--- src/rtl/deser_8bit.sv ---
`default_nettype none
// ============================================================================
// Module   : deser_8bit
// Purpose  : LSB-first serial-to-8-bit deserializer with sync-word alignment
//            and a keep-alive timeout.
// Revision : 1.0
// ============================================================================
module deser_8bit #(
  parameter logic [7:0] SYNC_WORD    = 8'hBC,
  parameter int         SYNC_TIMEOUT = 16
) (
  input  logic       clk,
  input  logic       rst_n,
  input  logic       ser_in,
  input  logic       ser_valid,
  input  logic       resync,
  output logic [7:0] data_8b_out,
  output logic       data_en,
  output logic       locked,
  output logic       sync_seen,
  output logic       lock_lost
);

  localparam logic [0:0] ST_HUNT   = 1'b0;
  localparam logic [0:0] ST_LOCKED = 1'b1;
  localparam logic [7:0] TIMEOUT   = 8'(SYNC_TIMEOUT);

  logic [0:0] state;
  logic [0:0] state_nxt;
  logic [7:0] sr;
  logic [2:0] bit_cnt;
  logic [7:0] word_cnt;

  logic [7:0] nxt_word;
  logic       is_sync;
  logic       under_limit;
  logic       sync_nxt;
  logic       de_nxt;
  logic       ll_nxt;

  assign nxt_word    = {ser_in, sr[7:1]};
  assign is_sync     = (nxt_word == SYNC_WORD);
  assign under_limit = (word_cnt < TIMEOUT);

  // State register
  always_ff @(posedge clk or negedge rst_n) begin
    if (!rst_n) begin
      state <= ST_HUNT;
    end else begin
      state <= state_nxt;
    end
  end

  // Next-state logic; resync outranks any bit arriving in the same cycle
  always_comb begin
    state_nxt = state;
    if (resync) begin
      state_nxt = ST_HUNT;
    end else if (ser_valid) begin
      case (state)
        ST_HUNT: begin
          if (is_sync) state_nxt = ST_LOCKED;
        end
        ST_LOCKED: begin
          if (bit_cnt == 3'd7 && !is_sync && !under_limit) state_nxt = ST_HUNT;
        end
        default: state_nxt = ST_HUNT;
      endcase
    end
  end

  // Output decode: pulse values to be registered at this edge
  always_comb begin
    sync_nxt = 1'b0;
    de_nxt   = 1'b0;
    ll_nxt   = 1'b0;
    if (!resync && ser_valid) begin
      if (state == ST_HUNT) begin
        sync_nxt = is_sync;
      end else if (bit_cnt == 3'd7) begin
        if (is_sync)          sync_nxt = 1'b1;
        else if (under_limit) de_nxt   = 1'b1;
        else                  ll_nxt   = 1'b1;
      end
    end
  end

  // Shift register, counters and registered outputs
  always_ff @(posedge clk or negedge rst_n) begin
    if (!rst_n) begin
      sr          <= 8'h00;
      bit_cnt     <= 3'd0;
      word_cnt    <= 8'd0;
      data_8b_out <= 8'h00;
      data_en     <= 1'b0;
      sync_seen   <= 1'b0;
      lock_lost   <= 1'b0;
    end else begin
      data_en   <= de_nxt;
      sync_seen <= sync_nxt;
      lock_lost <= ll_nxt;
      if (resync) begin
        sr       <= 8'h00;
        bit_cnt  <= 3'd0;
        word_cnt <= 8'd0;
      end else if (ser_valid) begin
        sr <= nxt_word;
        if (state == ST_HUNT) begin
          bit_cnt  <= 3'd0;
          word_cnt <= 8'd0;
        end else begin
          bit_cnt <= bit_cnt + 3'd1;
          if (bit_cnt == 3'd7) begin
            if (is_sync || !under_limit) word_cnt <= 8'd0;
            else                         word_cnt <= word_cnt + 8'd1;
          end
        end
        if (de_nxt) data_8b_out <= nxt_word;
      end
    end
  end

  assign locked = (state == ST_LOCKED);

endmodule
`default_nettype wire

--- config.mk ---
export PLATFORM = sky130hd
export DESIGN_NAME = deser_8bit
export DESIGN_NICKNAME = d
export VERILOG_FILES = /design/src/rtl/deser_8bit.sv
export SDC_FILE = /design/constraint.sdc
export NUM_CORES = 1
export LEC_CHECK = 0
export CORE_AREA = 4 4 57 59
export DETAILED_ROUTE_END_ITERATION = 8
export DIE_AREA = 0 0 61 63
export PLACE_DENSITY_LB_ADDON = 0.3
export SYNTH_ARGS = -nofsm -noshare
export SYNTH_HDL_FRONTEND = slang
export SYNTH_SLANG_ARGS = --single-unit
--- constraint.sdc ---
create_clock -name clk -period 5.65 [get_ports clk]
set_clock_uncertainty 0.05 [all_clocks]
set_input_delay 1.13 -clock clk [delete_from_list [all_inputs] [get_ports clk]]
set_output_delay 1.13 -clock clk [all_outputs]
set_load 0.03 [all_outputs]
# == Word level (Yosys, flattened, before mapping) ==
# Index checks and enable logic that the tools add are counted.
# word_totals
word_cells,54
in_bits,5
mem_count,0
latchBits,0
romBits,0
output_inout_bits,12
register_bits,31
mem_bits_rw,0
# classes
mul,0
eq_ne,3
n_reduce_logical,10
bitwise_logic,2
shift,0
n_div,0
muxes,28
add_sub_neg,2
order_cmp,1
# ops
op,n
8-bit two-way mux,7
1-bit two-way mux,17
3-bit two-way mux,3
"8-bit by 1-bit adder with 8-bit output, second input constant",1
"8-bit == test, second input constant",1
"8-bit by 5-bit less-than comparator with 1-bit output, second input constant",1
"3-bit by 1-bit adder with 3-bit output, second input constant",1
"3-bit == test, second input constant",1
1-bit logical AND,3
1-bit zero test,3
"3-bit by 2-bit != test with 1-bit output, second input constant",1
3-bit AND reduction,1
1-bit inverter,2
1-bit case mux with 2 select lines,1
2-bit AND reduction,1
2-bit nonzero test,1
1-bit logical OR,1

# == Depth between registers and ports, before layout ==
# Gate-level depths: netlist (run 1).
# depth
ltp_word,8
depth_mapped,7
ltp_nobuf,6

# == Worst setup path before layout (run 1) ==
# OpenSTA, ideal clock, no wires.
# synth_timing
path_type,input port to flip-flop
start,input port ser_in
end,register data_8b_out[0]
required_time_ps,5475
setup_time_ps,125
path_buffers,1
slack_ps,3269
cell_stages,5
arrival_time_ps,2206
cell_sequence,nor4bb_1 > nand4_1 > and4_4 > buf_12 > mux2_4
# synth_between
elab_chain_cells,6
# synth_lines
element,line_no,source
from (decl),14,"input logic ser_in,"
8-bit == test,42,assign is_sync = (nxt_word == SYNC_WORD);
1-bit two-way mux,81,if (is_sync) sync_nxt = 1'b1;
1-bit two-way mux,80,end else if (bit_cnt == 3'd7) begin
1-bit two-way mux,78,if (state == ST_HUNT) begin
1-bit two-way mux,77,if (!resync && ser_valid) begin
named net de_nxt,38,logic de_nxt;
3-bit AND reduction (no line),n/a,
to (signal assigned),118,if (de_nxt) data_8b_out <= nxt_word;
to (decl),17,"output logic [7:0] data_8b_out,"
# The timed path passes the listed nets, and every way through them passes these cells.
# A chain may end at the register's enable or synchronous reset.

# == Worst setup path after layout (run 1) ==
# layout_timing
start,input port ser_valid
end,register word_cnt[7]
# layout_between
elab_chain_cells,2
# layout_lines
element,line_no,source
from (decl),15,"input logic ser_valid,"
2-bit nonzero test (no line),n/a,
2-bit AND reduction (no line),n/a,
to (signal assigned),115,else word_cnt <= word_cnt + 8'd1;
to (decl),32,logic [7:0] word_cnt;
# Every way passes these cells.

==> results of run 1 <==
-- worst max path at each step --
stage	startpoint	end	slack, ns	depth (start not counted)
global route	ser_valid	word_cnt[7]$_DFFE_PN0P_	2.59	4
floorplan	ser_in	data_8b_out[0]$_DFFE_PN0P_	3.27	5
detailed placement	ser_valid	word_cnt[7]$_DFFE_PN0P_	2.39	4
finish	ser_valid	word_cnt[7]$_DFFE_PN0P_	2.70	4
CTS	ser_valid	word_cnt[7]$_DFFE_PN0P_	2.72	4
global placement	ser_valid	word_cnt[7]$_DFFE_PN0P_	2.46	4
-- area by class of cell --
cell class,instances,area [µm²]
fillers,234,1130
flip-flops and latches,30,751
multi-input cells,72,543
repair buffers,17,168
clock buffers,6,51.3
well taps,31,38.8
clock inverters,2,12.5
inverters,3,11.3
-- state kept, by name (all words and copies together), names as in the netlist --
signal / cells
data_8b_out: 8
word_cnt: 8
sr: 7
bit_cnt: 3
data_en: 1
lock_lost: 1
locked: 1
sync_seen: 1
-- routing by layer --
layer	track usage [%]	part of all wire (%)	vias up
li1	-	-	427
met2	21.7	44	23
met1	19.0	48	417
met3	8.26	7.1	2
met5	0	0	-
met4	5.15	0.76	0
-- report_power, final --
group | internal, W | leakage, nW | switching, W
Clock | 0.0000598 | 0.0343 | 0.0000716
Sequential | 0.000215 | 0.418 | 0.000000981
Combinational | 0.00000543 | 0.260 | 0.0000102
-- kinds of logic (layout without fill, tap and decap cells) --
group / count (synthesis) / in the layout / synth area share, %
flops: 30 / 30 / 56.2
buf+inv: 7 / 28 / 3.18
compound gates: 16 / 16 / 7.21
fa+ha+maj: 3 / 3 / 2.81
mux: 16 / 16 / 14.8
simple gates: 37 / 37 / 15.8
-- metrics by stage --
step	cells	setup WS, ns	hold slack [ns]	cell area, µm²	power, W
6_report	161	2.70	0.470	1580	0.000363
5_1_grt	161	2.59	0.488	1580	0.000384
4_1_cts	161	2.72	0.474	1580	0.000368
3_5_place_dp	153	2.39	0.451	1510	0.000237
3_3_place_gp	153	2.46	0.443	1510	0.000236
2_1_floorplan	109	3.27	0.440	1340	0.000227
-- cells in the final DEF, fill, tap and decap left out, types with 2 or more instances in the layout --
cell type,count
o21ai_0,2
mux2i_1,7
or4_1,2
a21oi_1,10
nand3_1,5
mux2_2,2
clkbuf_4,5
nor2_1,9
mux2_4,7
clkdlybuf4s50_1,16
nand2_1,7
inv_1,3
o21ba_2,2
or3_1,2
ha_1,3
dfrtp_1,30
nand3b_1,2
-- worst register-to-register path, delay by kind of cell, from the launching register on --
| family | cells | cell delay (ns) |
|---|---|---|
| flip-flops | 1 | 0.40 |
| AND/OR/NAND/NOR | 1 | 0.17 |
| adder cells (fa/ha/maj) | 2 | 0.43 |
| AO/OA/AOI/OAI | 3 | 1.08 |
==> results.py, run 1 <==
metrics = {
    "cts": {
        "clock_latency_ns": 0.32,
        "cts_max_level": 2,
        "clkTransAtPathRegs_ns": 0.10,
        "post_cts_buffers": 0,
        "numCtsBuffers": 5,
        "clock-root-buffer": "clkbuf_4",
        "cts_resized": 0,
        "cts_sinks": 30,
        "hold_buffers": 0,
        "clk_path_buf_depth": 2,
        "tritoncts": "built",
    },
    "floorplan": {
        "die_h_um": 63,
        "core_area_um2": 2710,
        "ios": 17,
        "initial_core_util_pct": 49.3,
        "die_area_um2": 3840,
        "die_w_um": 61,
        "rows": 19,
    },
    "synth": {
        "yosysWarnings": 0,
        "synthMostInstantiatedCell": "dfrtp_1",
        "synth_cells": 109,
        "yosysSeqAreaShare_pct": 56.2,
        "async_reset_ff_share_pct": 100,
        "synth-edff-count": 0,
        "syn_area_per_cell_um2": 12.3,
        "yosysUniqueCellTypes": 30,
        "netlist_top_cells_count": "30 x dfrtp_1, 10 x a21oi_1, 9 x nor2_1",
        "yosys.area.top_type_share_pct": 56.2,
        "synth.net_count": 117,
        "netlist_area_um2": 1340,
        "synthFlopType": "dfrtp_1",
        "synthTopCellsByArea": "dfrtp_1 56%, mux2_4 7.9%, mux2i_1 5.2%",
        "yosys_register_bits": 30,
        "yosysTopAreaCell": "dfrtp_1",
    },
    "power": {
        "peakVddDrop_uv": 171,
        "static-leakage-power_nw": 0.712,
        "cellPowerDensity_nw_per_um2": 231,
    },
    "grt": {
        "grt_pass1_wl_um": 4260,
        "grt-ovfl-total": 0,
        "grt_pass1_vias": 946,
        "grt_antenna_before_repair": 0,
        "grt_start_max_net_pins": 31,
        "track_usage_pct": 15.1,
    },
    "drt": {
        "viasPerCell": 5.40,
        "vias": 869,
        "ant_nets": 0,
        "drt_iter0_drc": 35,
        "drt-pass1-iter-count": 5,
        "wire_per_inst_um": 14.8,
        "drc_errors": 0,
        "wl_um": 2380,
    },
    "place": {
        "numPortBuffers": 16,
        "hpwl_um": 1670,
        "place_congestion": 0.776,
    },
    "min_path": {
        "hold_end": "data_8b_out[3]$_DFFE_PN0P_",
        "hold_path_class": "reg -> reg",
        "holdPathStages": 1,
        "hp-start": "data_8b_out[3]$_DFFE_PN0P_",
    },
    "final_layout": {
        "final_core_util_pct": 58.1,
        "nets": 137,
        "antenna_cells": 0,
        "drive_above_1_share_pct": 18.5,
        "syn_to_final_growth_pct": 17.9,
    },
    "worst_setup_path": {
        "cp_slowest_cell": "clkdlybuf4s50_1",
        "worst-path-buf-inv": 1,
        "reg2reg_from": "bit_cnt[0]$_DFFE_PN0P_",
        "r2r_setup_slack_ns": 3.46,
        "worst_path_most_repeated_cell": "a21oi_1",
        "rr_worst_depth": 6,
        "crit_type": "in -> reg",
        "critPathTopFamily": "buffers and inverters",
        "crit_arrival_ns": 3.13,
        "crit_chain": "clkdlybuf4s50_1 -> a21oi_1 -> or4_1 -> a21oi_1",
        "startpoint_type": "input pin",
        "r2r-end": "word_cnt[5]$_DFFE_PN0P_",
        "crit_fanout": 14,
        "slowest_delay_ns": 0.88,
        "required_ns": 5.84,
        "worst_setup_path_end_kind": "flop",
    },
    "timing": {
        "tightest_slew_ns": 0.669,
        "slew_headroom_pct": 55.4,
        "hold_viol": 0,
        "layout_min_cycle_time_ns": 2.95,
        "max_freq_ghz": 0.339,
        "fin_setup_tns_ns": 0,
        "fin_crit_sh_pct": 52.2,
        "slew_violations": 0,
        "setup_viol_count_final": 0,
        "rsz0062_at_grt": "false",
    },
    "outcome": {
        "status": "finished, final reports clean",
    },
    "flow_run": {
        "maxCapViolCount": 0,
    },
}
No activity file was read; power rests on OpenSTA's default activity.
==> run 2: changes to the inputs <==
Settings changed: CORE_AREA 4 4 57 59 to 4 4 58 60, DIE_AREA 0 0 61 63 to 0 0 62 64.
Clock period 5.65 ns to 2.7 ns, I/O delays scaled along.
==> run 2 against run 1 <==
Against the previous run: clock power grew 110%; routed wire length up 11%; combinational power up 130%; flip-flop and latch count did not move; clock-buffer cell count is 1 higher; via count up 4.0%; highest routed layer unchanged.
==> results.py, run 2 (synthesized netlist as in run 1, its figures left out) <==
metrics = {
    "worst_setup_path": {
        "crit_fanout": 12,
        "required_ns": 2.91,
        "cp_slowest_cell": "a21oi_1",
        "crit_type": "reg -> reg",
        "worst-path-buf-inv": 0,
        "slowest_delay_ns": 0.62,
        "crit_chain": "ha_1 -> ha_1 -> nand2b_1 -> a21oi_1 -> a21oi_1 -> o21ba_2",
        "startpoint_type": "flop",
        "worst_setup_path_end_kind": "flop",
        "critPathTopFamily": "compound AO/OA/AOI/OAI gates",
        "crit_arrival_ns": 2.52,
    },
    "grt": {
        "gr-usage-met3_pct": 3.84,
        "track_usage_pct": 15.1,
        "grt_antenna_before_repair": 0,
        "grt_pass1_vias": 953,
        "globalRouteMet1Util_pct": 19.1,
        "grt_start_max_net_pins": 31,
        "busiest_layer": "met2",
        "grt_pass1_wl_um": 4370,
        "gr-usage-met2_pct": 24.1,
        "grt-ovfl-total": 0,
    },
    "floorplan": {
        "core_area_um2": 2930,
        "die_area_um2": 3970,
        "initial_core_util_pct": 45.6,
        "rows": 20,
        "die_h_um": 64,
        "ios": 17,
        "die_w_um": 62,
    },
    "place": {
        "numPortBuffers": 16,
        "hpwl_um": 1800,
        "place_congestion": 0.729,
    },
    "cts": {
        "tritoncts": "built",
        "clock-root-buffer": "clkbuf_4",
        "clkTransAtPathRegs_ns": 0.11,
        "cts_resized": 0,
        "cts_max_level": 2,
        "post_cts_buffers": 0,
        "clk_path_buf_depth": 2,
        "hold_buffers": 0,
        "cts_sinks": 30,
        "clock_latency_ns": 0.33,
        "numCtsBuffers": 5,
    },
    "timing": {
        "layout_min_cycle_time_ns": 2.31,
        "max_freq_ghz": 0.433,
        "slew_headroom_pct": 50.0,
        "setup_viol_count_final": 0,
        "fin_crit_sh_pct": 85.4,
        "tightest_slew_ns": 0.750,
        "fin_setup_tns_ns": 0,
        "rsz0062_at_grt": "false",
        "hold_viol": 0,
        "slew_violations": 0,
    },
    "drt": {
        "viasPerCell": 5.48,
        "ant_nets": 0,
        "drt-pass1-iter-count": 4,
        "drt_iter0_drc": 38,
        "wire_per_inst_um": 16.0,
        "wl_um": 2630,
        "vias": 904,
        "drc_errors": 0,
    },
    "final_layout": {
        "fill_cells": 271,
        "syn_to_final_growth_pct": 18.9,
        "nets": 139,
        "largestRegisters": "data_8b_out x8, word_cnt x8, sr x7",
        "antenna_cells": 0,
        "final_cell_mix": "30 x dfrtp_1, 16 x clkdlybuf4s50_1, 10 x a21oi_1",
        "layout_commonest_cell": "dfrtp_1",
        "drive_above_1_share_pct": 18.9,
    },
    "power": {
        "cellPowerDensity_nw_per_um2": 484,
        "power_w": 0.000769,
        "peakVddDrop_uv": 371,
        "static-leakage-power_nw": 0.723,
    },
    "min_path": {
        "hold_path_class": "reg -> reg",
    },
    "flow_run": {
        "maxCapViolCount": 0,
    },
    "outcome": {
        "status": "finished, final reports clean",
    },
}
[run 2: cell types whose count changed in the layout (fill, tap and decap cells not counted), sizes merged]
cell	previous run	this run
clkbuf	6	7
buf	1	3
clkinvlp	1	0
[run 2: final cells by class]
type | count | area (µm²) | share of cell area (%)
Sequential cell | 30 | 751 | 47.2
Multi-Input combinational cell | 72 | 543 | 34.2
Timing Repair Buffer | 19 | 183 | 11.5
Clock buffer | 7 | 55.1 | 3.46
Tap cell | 33 | 41.3 | 2.60
Inverter | 3 | 11.3 | 0.709
Clock inverter | 1 | 5.00 | 0.315
[run 2: stage by stage]
stage	setup slack, ns	util, %	area [µm²]	instances	hold slack (ns)
after floorplan	0.751	-	1340	109	0.194
after global routing	0.237	54.3	1590	165	0.493
after CTS	0.405	54.3	1590	165	0.478
final	0.393	54.3	1590	165	0.473
after global placement	0.359	52.2	1530	157	0.450
after detailed placement	0.295	52.2	1530	157	0.445
[run 2: path summary, 6_finish.rpt]
check / slack [ns] / end / start / depth (start not counted)
min in group asynchronous: 0.53 / data_8b_out[0]$_DFFE_PN0P_ / rst_n / 2
worst min register to register: 0.47 / data_8b_out[5]$_DFFE_PN0P_ / data_8b_out[5]$_DFFE_PN0P_ / 1
max in group asynchronous: 1.77 / sr[5]$_DFFE_PN0P_ / rst_n / 2
worst max-delay path: 0.39 / word_cnt[5]$_DFFE_PN0P_ / bit_cnt[0]$_DFFE_PN0P_ / 6
worst max register to register: 0.39 / word_cnt[5]$_DFFE_PN0P_ / bit_cnt[0]$_DFFE_PN0P_ / 6
worst min-delay path: 0.47 / data_8b_out[5]$_DFFE_PN0P_ / data_8b_out[5]$_DFFE_PN0P_ / 1
[run 2: power by group]
group | internal, W | switching (W)
logic | 0.0000131 | 0.0000229
registers | 0.000451 | 0.00000207
clock network | 0.000126 | 0.000155
total | 0.000590 | 0.000180
[run 2: layer usage]
| metal | up-vias | part of all wire, % | routed length, µm |
|---|---|---|---|
| met3 | 4 | 5.1 | 134 |
| met1 | 449 | 43 | 1140 |
| li1 | 429 | - | - |
| met4 | 0 | 0.95 | 25 |
| met5 | - | 0 | 0 |
| met2 | 22 | 51 | 1330 |
==> run 3: changes to the inputs <==
Settings changed: CORE_AREA 4 4 58 60 to 4 4 63 65, CTS_CLUSTER_DIAMETER set to 80, DIE_AREA 0 0 62 64 to 0 0 67 69.
==> run 3 against run 2 <==
Against the previous run: first-iteration DRC count decreased by 11%; worst setup slack improved by 0.042 ns; hold slack improved by 0.0018 ns; maximum frequency increased by 1.9%; critical path depth unchanged; final area increased by 4.3%; sequential share of layout area decreased by 1.9 points; total power increased by 24%; via count increased by 0.77%; clock power increased by 66%; critical endpoint unchanged; largest power group is now clock.
==> results.py, run 3 (synthesized netlist as in run 1, its figures left out) <==
metrics = {
    "timing": {
        "slew_violations": 0,
        "setup_viol_count_final": 0,
        "fin_setup_tns_ns": 0,
        "layout_min_cycle_time_ns": 2.26,
        "tightest_slew_ns": 0.722,
        "max_freq_ghz": 0.442,
        "fin_crit_sh_pct": 83.9,
        "hold_viol": 0,
        "slew_headroom_pct": 51.9,
        "rsz0062_at_grt": "false",
    },
    "power": {
        "static-leakage-power_nw": 0.746,
        "p_int_w": 0.000777,
        "p_switching_w": 0.000178,
        "switching_share_pct": 18.6,
        "p_comb_share_pct": 3.8,
        "cellPowerDensity_nw_per_um2": 577,
        "p_seq_share_pct": 47.4,
        "peakVddDrop_uv": 279,
        "power.clock.fraction_pct": 48.9,
    },
    "cts": {
        "cts_max_level": 2,
        "clock-root-buffer": "clkbuf_4",
        "post_cts_buffers": 0,
        "numCtsBuffers": 5,
        "clk_path_buf_depth": 2,
        "hold_buffers": 0,
        "clock_latency_ns": 0.33,
        "cts_sinks": 30,
        "cts_resized": 0,
        "tritoncts": "built",
        "clkTransAtPathRegs_ns": 0.10,
    },
    "floorplan": {
        "core_area_um2": 3340,
        "initial_core_util_pct": 40.0,
        "die_w_um": 67,
        "rows": 21,
        "ios": 17,
        "die_area_um2": 4620,
        "die_h_um": 69,
    },
    "final_layout": {
        "multi_input_area_um2": 543,
        "nets": 139,
        "antenna_cells": 0,
        "drive_above_1_share_pct": 19.7,
        "final_cell_mix": "30 x dfrtp_1, 16 x clkdlybuf4s50_1, 10 x a21oi_1",
        "fill_cells": 308,
        "final_core_util_pct": 49.6,
        "largestRegisters": "data_8b_out x8, word_cnt x8, sr x7",
        "layout_commonest_cell": "dfrtp_1",
        "ff_latch_area_um2": 751,
        "syn_to_final_growth_pct": 24.0,
    },
    "flow_run": {
        "maxCapViolCount": 0,
    },
    "worst_setup_path": {
        "critPathTopFamily": "compound AO/OA/AOI/OAI gates",
        "reg2reg_from": "bit_cnt[0]$_DFFE_PN0P_",
        "rr_worst_depth": 6,
        "crit_type": "reg -> reg",
        "r2r-end": "word_cnt[5]$_DFFE_PN0P_",
        "r2r_setup_slack_ns": 0.44,
        "startpoint_type": "flop",
        "crit_chain": "ha_1 -> ha_1 -> nand2b_1 -> a21oi_1 -> a21oi_1 -> o21ba_2",
        "slowest_delay_ns": 0.60,
        "worstSetupStartpoint": "bit_cnt[0]$_DFFE_PN0P_",
        "cp-endpoint": "word_cnt[5]$_DFFE_PN0P_",
        "crit_fanout": 12,
        "required_ns": 2.92,
        "crit_arrival_ns": 2.49,
        "worst-path-buf-inv": 0,
        "cp_slowest_cell": "a21oi_1",
        "worst_setup_path_end_kind": "flop",
        "cp.depth": 6,
    },
    "drt": {
        "drt_iter0_drc": 34,
        "viasPerCell": 5.12,
        "wl_um": 2610,
        "ant_nets": 0,
        "drt-pass1-iter-count": 4,
        "drc_errors": 0,
        "wire_per_inst_um": 14.7,
        "vias": 911,
    },
    "grt": {
        "grt_antenna_before_repair": 0,
        "grt-ovfl-total": 0,
        "grt_pass1_vias": 983,
        "grt_start_max_net_pins": 31,
        "track_usage_pct": 13.6,
        "grt_pass1_wl_um": 4750,
    },
    "outcome": {
        "status": "finished, final reports clean",
    },
    "place": {
        "hpwl_um": 1810,
        "place_congestion": 0.802,
        "numPortBuffers": 16,
    },
    "min_path": {
        "hold_path_class": "reg -> reg",
    },
}
==> run 3: how the worst min path moves through the flow <==
| stage | from | endpoint | slack [ns] | cells past startpoint |
|---|---|---|---|---|
| floorplan | rst_n | bit_cnt[0]$_DFFE_PN0P_ | 0.19 | 0 |
| global placement | data_8b_out[2]$_DFFE_PN0P_ | data_8b_out[2]$_DFFE_PN0P_ | 0.45 | 1 |
| detailed placement | data_8b_out[2]$_DFFE_PN0P_ | data_8b_out[2]$_DFFE_PN0P_ | 0.45 | 1 |
| CTS | data_8b_out[3]$_DFFE_PN0P_ | data_8b_out[3]$_DFFE_PN0P_ | 0.48 | 1 |
| global route | data_8b_out[2]$_DFFE_PN0P_ | data_8b_out[2]$_DFFE_PN0P_ | 0.50 | 1 |
| finish | data_8b_out[3]$_DFFE_PN0P_ | data_8b_out[3]$_DFFE_PN0P_ | 0.48 | 1 |
==> run 3: layout make-up <==
type	count	area share, %
sequential	30	45.3
timing repair buffer	19	11.0
inverter	3	0.680
clock inverter	2	3.63
clock buffer	6	3.10
tap	46	3.47
multi-input combinational	72	32.8
==> run 3: per-stage QoR <==
stage	hold slack [ns]	cells	setup WS (ns)	instance area (µm²)	total power [W]
2_1_floorplan	0.194	109	0.751	1340	0.000475
3_3_place_gp	0.451	170	0.359	1550	0.000497
3_5_place_dp	0.448	170	0.282	1550	0.000498
4_1_cts	0.475	178	0.435	1660	0.000967
5_1_grt	0.499	178	0.114	1660	0.000992
6_report	0.475	178	0.435	1660	0.000956
==> run 3: per-layer routing <==
metal | vias to the layer above | GRT usage (%) | routed length, µm
met5 | - | 0 | 0
met4 | 0 | 6.76 | 68
met3 | 7 | 4.22 | 105
met2 | 18 | 19.3 | 1220
met1 | 454 | 18.6 | 1210
li1 | 432 | - | -
==> run 3: power groups by stage <==
stage	registers, W	clock network, W	logic [W]
floorplan	0.000461	0	0.0000141
global placement	0.000461	0	0.0000359
detailed placement	0.000462	0	0.0000369
CTS	0.000453	0.000477	0.0000370
global route	0.000453	0.000497	0.0000414
finish	0.000453	0.000467	0.0000359
